==> src/rtl/kbd_pkg.sv <==
// Shared PS/2 set-2 decoder definitions: FSM states, prefix bytes, key codes and widths.
package kbd_pkg;

    typedef enum logic [2:0] {
        ST_IDLE,
        ST_BRK,
        ST_EXT,
        ST_EXT_BRK,
        ST_PAUSE
    } kbd_state_e;

    localparam logic [7:0] PFX_EXT   = 8'hE0;
    localparam logic [7:0] PFX_BRK   = 8'hF0;
    localparam logic [7:0] PFX_PAUSE = 8'hE1;

    localparam int IDX_W = 9;
    localparam int EVT_W = 10;

    localparam logic [IDX_W-1:0] KEY_LSHIFT = 9'h012;
    localparam logic [IDX_W-1:0] KEY_RSHIFT = 9'h059;

    // Pause is E1 followed by seven bytes; the counter value on the last one.
    localparam logic [2:0] PAUSE_LAST = 3'd6;

    function automatic logic [EVT_W-1:0] pack_evt(input logic brk, input logic [IDX_W-1:0] idx);
        return {brk, idx};
    endfunction

endpackage

==> src/rtl/kbd_state_table_if.sv <==
// Byte-input, key-state read and event-stream bundle of kbd_state_table.
interface kbd_state_table_if
    import kbd_pkg::*;
#(
    parameter int NUM_RD = 2
) ();

    logic [7:0]              byte_in;
    logic                    byte_valid;
    logic                    clear_all;
    logic [NUM_RD*IDX_W-1:0] rd_addr;
    logic [NUM_RD-1:0]       rd_pressed;
    logic                    shift;
    logic                    any_pressed;
    logic [EVT_W-1:0]        evt_data;
    logic                    evt_valid;
    logic                    evt_ready;
    logic                    evt_overflow;

    modport master (
        output byte_in, byte_valid, clear_all, rd_addr, evt_ready,
        input  rd_pressed, shift, any_pressed, evt_data, evt_valid, evt_overflow
    );

    modport slave (
        input  byte_in, byte_valid, clear_all, rd_addr, evt_ready,
        output rd_pressed, shift, any_pressed, evt_data, evt_valid, evt_overflow
    );

endinterface

==> src/rtl/kbd_event_fifo.sv <==
// Synchronous FWFT FIFO for key events; a push while full is accepted only with a pop.
module kbd_event_fifo #(
    parameter int DEPTH = 8,
    parameter int WIDTH = 10
) (
    input  logic             clk,
    input  logic             rst,
    input  logic             push,
    input  logic [WIDTH-1:0] din,
    input  logic             pop,
    output logic [WIDTH-1:0] dout,
    output logic             empty,
    output logic             full
);

    localparam int AW = (DEPTH > 1) ? $clog2(DEPTH) : 1;

    logic [WIDTH-1:0] mem [DEPTH];
    logic [AW:0]      wr_ptr_q;
    logic [AW:0]      rd_ptr_q;
    logic             wr_en;
    logic             rd_en;

    assign empty = (wr_ptr_q == rd_ptr_q);
    assign full  = (wr_ptr_q[AW] != rd_ptr_q[AW]) && (wr_ptr_q[AW-1:0] == rd_ptr_q[AW-1:0]);
    assign rd_en = pop && !empty;
    assign wr_en = push && (!full || rd_en);
    assign dout  = mem[rd_ptr_q[AW-1:0]];

    always_ff @(posedge clk or posedge rst) begin
        if (rst) begin
            wr_ptr_q <= '0;
            rd_ptr_q <= '0;
        end else begin
            if (wr_en) wr_ptr_q <= wr_ptr_q + 1'b1;
            if (rd_en) rd_ptr_q <= rd_ptr_q + 1'b1;
        end
    end

    // Storage carries data only; occupancy lives in the pointers.
    always_ff @(posedge clk) begin
        if (wr_en) mem[wr_ptr_q[AW-1:0]] <= din;
    end

endmodule

==> src/rtl/kbd_state_table.sv <==
// PS/2 set-2 key-state table with decoder FSM, registered read ports and status.
// Optional event FIFO enabled by defining KBD_EVENT_FIFO_EN.
module kbd_state_table
    import kbd_pkg::*;
#(
    parameter int NUM_RD     = 2,
    parameter int FIFO_DEPTH = 8
) (
    input logic                clk,
    input logic                rst,
    kbd_state_table_if.slave   bus
);

    kbd_state_e        state_q;
    logic [2:0]        pause_cnt_q;
    logic [511:0]      key_tbl_q;

    logic              key_done;
    logic              key_brk;
    logic [IDX_W-1:0]  key_idx;
    logic              pause_done;

    logic [NUM_RD-1:0] rd_pressed_p1;
    logic              shift_p1;
    logic              any_p1;

    // Decode whether the byte on this cycle completes a key sequence.
    always_comb begin
        key_done   = 1'b0;
        key_brk    = 1'b0;
        key_idx    = {1'b0, bus.byte_in};
        pause_done = 1'b0;
        if (bus.byte_valid) begin
            unique case (state_q)
                ST_IDLE: begin
                    key_done = (bus.byte_in != PFX_BRK) && (bus.byte_in != PFX_EXT) &&
                               (bus.byte_in != PFX_PAUSE);
                end
                ST_EXT: begin
                    key_done = (bus.byte_in != PFX_BRK);
                    key_idx  = {1'b1, bus.byte_in};
                end
                ST_BRK: begin
                    key_done = 1'b1;
                    key_brk  = 1'b1;
                end
                ST_EXT_BRK: begin
                    key_done = 1'b1;
                    key_brk  = 1'b1;
                    key_idx  = {1'b1, bus.byte_in};
                end
                ST_PAUSE: begin
                    pause_done = (pause_cnt_q == PAUSE_LAST);
                end
                default: ;
            endcase
        end
    end

    always_ff @(posedge clk or posedge rst) begin
        if (rst) begin
            state_q     <= ST_IDLE;
            pause_cnt_q <= '0;
            key_tbl_q   <= '0;
        end else if (bus.clear_all) begin
            state_q     <= ST_IDLE;
            pause_cnt_q <= '0;
            key_tbl_q   <= '0;
        end else if (bus.byte_valid) begin
            if (key_done) key_tbl_q[key_idx] <= ~key_brk;
            unique case (state_q)
                ST_IDLE: begin
                    case (bus.byte_in)
                        PFX_BRK:   state_q <= ST_BRK;
                        PFX_EXT:   state_q <= ST_EXT;
                        PFX_PAUSE: begin
                            state_q     <= ST_PAUSE;
                            pause_cnt_q <= '0;
                        end
                        default:   state_q <= ST_IDLE;
                    endcase
                end
                ST_EXT:     state_q <= (bus.byte_in == PFX_BRK) ? ST_EXT_BRK : ST_IDLE;
                ST_BRK,
                ST_EXT_BRK: state_q <= ST_IDLE;
                ST_PAUSE: begin
                    if (pause_done) begin
                        state_q     <= ST_IDLE;
                        pause_cnt_q <= '0;
                    end else begin
                        pause_cnt_q <= pause_cnt_q + 3'd1;
                    end
                end
                default:    state_q <= ST_IDLE;
            endcase
        end
    end

    // ---- stage p1: registered views of the pre-update table ----
    always_ff @(posedge clk or posedge rst) begin
        if (rst) begin
            rd_pressed_p1 <= '0;
            shift_p1      <= 1'b0;
            any_p1        <= 1'b0;
        end else begin
            for (int i = 0; i < NUM_RD; i++) begin
                rd_pressed_p1[i] <= key_tbl_q[bus.rd_addr[i*IDX_W +: IDX_W]];
            end
            shift_p1 <= key_tbl_q[KEY_LSHIFT] | key_tbl_q[KEY_RSHIFT];
            any_p1   <= |key_tbl_q;
        end
    end

    assign bus.rd_pressed  = rd_pressed_p1;
    assign bus.shift       = shift_p1;
    assign bus.any_pressed = any_p1;

`ifdef KBD_EVENT_FIFO_EN
    logic             evt_push;
    logic [EVT_W-1:0] evt_word;
    logic             evt_pop;
    logic             fifo_empty;
    logic             fifo_full;
    logic [EVT_W-1:0] fifo_dout;
    logic             ovf_q;

    // Typematic repeats and redundant breaks change nothing, so they post nothing.
    assign evt_push = !bus.clear_all &&
                      (pause_done || (key_done && (key_tbl_q[key_idx] == key_brk)));
    assign evt_word = pause_done ? pack_evt(1'b0, {1'b1, PFX_PAUSE}) : pack_evt(key_brk, key_idx);
    assign evt_pop  = bus.evt_ready && !fifo_empty;

    kbd_event_fifo #(
        .DEPTH (FIFO_DEPTH),
        .WIDTH (EVT_W)
    ) u_fifo (
        .clk   (clk),
        .rst   (rst),
        .push  (evt_push),
        .din   (evt_word),
        .pop   (evt_pop),
        .dout  (fifo_dout),
        .empty (fifo_empty),
        .full  (fifo_full)
    );

    always_ff @(posedge clk or posedge rst) begin
        if (rst) begin
            ovf_q <= 1'b0;
        end else if (bus.clear_all) begin
            ovf_q <= 1'b0;
        end else if (evt_push && fifo_full && !evt_pop) begin
            ovf_q <= 1'b1;
        end
    end

    assign bus.evt_data     = fifo_dout;
    assign bus.evt_valid    = !fifo_empty;
    assign bus.evt_overflow = ovf_q;
`else
    assign bus.evt_data     = '0;
    assign bus.evt_valid    = 1'b0;
    assign bus.evt_overflow = 1'b0;
`endif

endmodule

==> src/flat_wrapper.sv <==
// flat-port wrapper written by rule: the top's interface ports become plain ports
module kbd_state_table_flat import kbd_pkg::*;
#(
    parameter int NUM_RD     = 2,
    parameter int FIFO_DEPTH = 8
)
  (clk, rst, bus_byte_in, bus_byte_valid, bus_clear_all, bus_rd_addr, bus_evt_ready, bus_rd_pressed, bus_shift, bus_any_pressed, bus_evt_data, bus_evt_valid, bus_evt_overflow);
  kbd_state_table_if #(.NUM_RD(NUM_RD)) bus_i ();
  input logic clk;
  input logic rst;
  input wire logic [$bits(bus_i.byte_in)-1:0] bus_byte_in;
  input wire logic [$bits(bus_i.byte_valid)-1:0] bus_byte_valid;
  input wire logic [$bits(bus_i.clear_all)-1:0] bus_clear_all;
  input wire logic [$bits(bus_i.rd_addr)-1:0] bus_rd_addr;
  input wire logic [$bits(bus_i.evt_ready)-1:0] bus_evt_ready;
  output wire logic [$bits(bus_i.rd_pressed)-1:0] bus_rd_pressed;
  output wire logic [$bits(bus_i.shift)-1:0] bus_shift;
  output wire logic [$bits(bus_i.any_pressed)-1:0] bus_any_pressed;
  output wire logic [$bits(bus_i.evt_data)-1:0] bus_evt_data;
  output wire logic [$bits(bus_i.evt_valid)-1:0] bus_evt_valid;
  output wire logic [$bits(bus_i.evt_overflow)-1:0] bus_evt_overflow;
  assign bus_i.byte_in = bus_byte_in;
  assign bus_i.byte_valid = bus_byte_valid;
  assign bus_i.clear_all = bus_clear_all;
  assign bus_i.rd_addr = bus_rd_addr;
  assign bus_i.evt_ready = bus_evt_ready;
  assign bus_rd_pressed = bus_i.rd_pressed;
  assign bus_shift = bus_i.shift;
  assign bus_any_pressed = bus_i.any_pressed;
  assign bus_evt_data = bus_i.evt_data;
  assign bus_evt_valid = bus_i.evt_valid;
  assign bus_evt_overflow = bus_i.evt_overflow;
  kbd_state_table #(.NUM_RD(NUM_RD), .FIFO_DEPTH(FIFO_DEPTH)) u_core (.clk(clk), .rst(rst), .bus(bus_i));
endmodule
==> config.mk <==
export PLATFORM = sky130hd
export DESIGN_NAME = kbd_state_table_flat
export DESIGN_NICKNAME = d
export VERILOG_FILES = /design/src/rtl/kbd_pkg.sv /design/src/rtl/kbd_state_table_if.sv /design/src/rtl/kbd_event_fifo.sv /design/src/rtl/kbd_state_table.sv /design/src/flat_wrapper.sv
export SDC_FILE = /design/constraint.sdc
export NUM_CORES = 2
export LEC_CHECK = 0
export BUFFER_PORTS_ARGS = -buffer_cell sky130_fd_sc_hd__clkbuf_2
export CORE_AREA = 2 2 193 336
export CTS_BUF_LIST = sky130_fd_sc_hd__clkbuf_4
export CTS_CLUSTER_DIAMETER = 50
export DETAILED_ROUTE_END_ITERATION = 6
export DIE_AREA = 0 0 195 338
export PLACE_DENSITY = 0.79
export RECOVER_POWER = 50
export REMOVE_ABC_BUFFERS = 1
export SLEW_MARGIN = 20
export SYNTH_ARGS = -nofsm -noshare
export SYNTH_HDL_FRONTEND = slang
export SYNTH_SLANG_ARGS = --single-unit
==> constraint.sdc <==
create_clock -name clk -period 20.7 [get_ports clk]
set_clock_uncertainty 0.05 [all_clocks]
set_input_delay 4.14 -clock clk [delete_from_list [all_inputs] [get_ports clk]]
set_output_delay 4.14 -clock clk [all_outputs]
set_load 0.005 [all_outputs]
==> flow_summary.toml <==
[place]
place_hpwl_um = 71140
gp_congestion = 0.9475
port_buffers = 33

[clocking]
clk-insertion-delay-late_ns = 0.93
post_cts_buffers = 0
htree_levels = 3
numCtsBuffers = 121
clock_sinks = 522
clock-root-buffer = "clkbuf_4"
ctsHoldBuffers = 0
clk_pin_slew_worst_paths_ns = 0.08
cts_resized = 0
clock_path_buffers = 3
cts_tree = "done"

[global_route]
grt-ovfl-total = 0
antenna_found_initial = 6
grt_usage_pct = 37.10
grt_start_max_net_pins = 202
grt_pass1_wl_um = 186100
grt_pass1_vias = 30978

[setup_path]
crit_required_ns = 21.30
startpoint = "bus_clear_all"
crit_fanout = 201
arrival_ns = 13.92
worst_setup_path_end_kind = "flop"
crit_type = "input port to flop"
start_kind = "input port"
r2r-start = "u_core.state_q[2]"

[outcome]
outcome = "finished with violations"
violations = "max-capacitance violations, max-slew violations"

[power]
total_power_w = 0.002109
peakVddDrop_mv = 0.03430
leakage_nw = 14.37
p_per_area_nw_per_um2 = 58.92

[logic_synthesis]
synth.most_common_cell = "dfrtp_1"
syn-cell-area_um2 = 34420
ys_types = 52
synth_edf_count = 0
ys_ff_latch = 522
synth_flop_cell = "dfrtp_1"
synthTopCellsByCount = "522 x dfrtp_1, 499 x o21ai_0, 492 x nor2b_1, 472 x o31ai_1, 342 x clkbuf_1"
yosys.area.top_type_share_pct = 37.95
async_reset_ff_share_pct = 100.0
synthTopCellsByArea = "dfrtp_1 38%, o31ai_1 10%, mux4_2 9.4%"
yosysTopAreaCell = "dfrtp_1"
ys_seq_area_share_pct = 37.95
synth_warnings = 0
synth_cells = 3564
avgSynthCellArea_um2 = 9.659

[floorplan]
dieHeight_um = 338
core_um2 = 63200
start_util_pct = 54.47
die_area_um2 = 65910
rows = 122
die-width_um = 195
ios = 47

[final_layout]
fin_nets = 3385
n_fill_cell = 5447
layout.area.seq_um2 = 13060
area_delta_synth_final_pct = 3.955
multi_input_area_um2 = 19580
drive_above_1_share_pct = 12.47

[timing]
drv_slew = 1167
hold_viol = 0
rsz0062_at_grt = "no"
setup_viol = 0
finalCritPeriodShare_pct = 64.35
fmax_mhz = 75.07
relSlewSlack_pct = -506.1
final.min_clock_period_ns = 13.32
tightest_slew_ns = 9.091
tns_ns = 0

[run]
max_cap_violations = 14

[routing]
drtPass1Iterations = 6
vias = 31654
drt_iter0_drc = 4511
routed_wl_um = 122500
postRouteAntennaNets = 0
routedWlPerCell_um = 28.75
vias_per_cell = 7.427
drc = 0

[hold_path]
worstHoldPathType = "flop to flop"
min_from = "u_core.pause_cnt_q[1]"
-- flip-flops by register name, indices dropped and copies added (netlist names) --
register	flops
u_core.bus.any_pressed	1
u_core.pause_cnt_q	3
u_core.bus.shift	1
u_core.key_tbl_q	512
u_core.state_q	3
u_core.bus.rd_pressed	2
-- final cells by class --
| cell class | instances | share of cell area, % |
|---|---|---|
| diodes | 7 | 0.04895 |
| inverters | 14 | 0.1503 |
| clock inverters | 46 | 0.6643 |
| flip-flops and latches | 522 | 36.50 |
| clock buffers | 174 | 3.650 |
| repair buffers | 80 | 1.448 |
| multi-input cells | 2613 | 54.72 |
| well taps | 806 | 2.818 |
-- worst max-delay path: stages --
cell and delay [ns]:
clkbuf_1 2.35, clkbuf_1 6.51, nor2b_1 0.14, o21ai_0 0.34
o31ai_1 0.11
-- cell families (layout without fill, tap and decap cells) --
family,after synthesis,after routing,synth area share (%)
buffers and inverters,440,314,5.554
other,1,19,0.01089
AND/OR/NAND/NOR,933,933,15.91
multiplexers,391,391,16.61
flip-flops,522,522,37.95
adder cells (fa/ha/maj),2,2,0.07268
AO/OA/AOI/OAI,1275,1275,23.90
-- through the flow --
stage	utilization, %	cells	worst slack [ns]	hold WS [ns]	instance area [um2]
global placement	54.26	4035	12.18	0.4468	34290
floorplan	-	3149	1.927	0.4285	32610
global route	56.61	4259	6.979	0.5300	35780
detailed placement	54.26	4035	12.16	0.4616	34290
finish	56.63	4262	7.380	0.4761	35790
CTS	56.70	4255	13.10	0.4749	35830
-- where the power goes --
| group | internal (W) | total [W] | switching [W] |
|---|---|---|---|
| combinational | 0.0000485 | 0.000230 | 0.000181 |
| clock | 0.000411 | 0.000855 | 0.000444 |
| sequential | 0.00102 | 0.00102 | 0.00000194 |
-- layout by cell type (no fill, tap or decap), types with 22 or more instances in the layout --
master	count
a21oi_1	70
o31ai_1	472
clkinv_1	38
o21ai_0	500
mux4_2	144
nand2_1	76
clkbuf_4	174
nor2b_1	491
o221ai_1	116
nand3_1	24
buf_4	38
mux2i_1	245
clkbuf_2	23
dfrtp_1	522
o22ai_1	52
nor4_1	146
nand4_1	39
nand2b_1	22
nor2_1	56
-- routing by layer --
metal  part of all wire [%]  GRT usage (%)  wire, um  up-vias
met5                  0.024              0        29        -
met4                     10          33.70     12690        4
met3                     11          9.770     13960      833
met2                     46          57.69     55800     2403
met1                     33          42.03     40070    15093
li1                       -              -         -    13321
-- path summary, 6_finish.rpt --
path / end / slack, ns / cells after the start
max in group asynchronous: u_core.key_tbl_q[371] / 8.96 / 6
setup / recovery: u_core.key_tbl_q[113] / 7.38 / 5
hold / removal: u_core.pause_cnt_q[1] / 0.48 / 2
setup reg to reg: u_core.key_tbl_q[373] / 13.01 / 5
min in group asynchronous: u_core.key_tbl_q[94] / 4.86 / 2
hold reg to reg: u_core.pause_cnt_q[1] / 0.48 / 2
No activity file was read; power rests on OpenSTA's default activity.
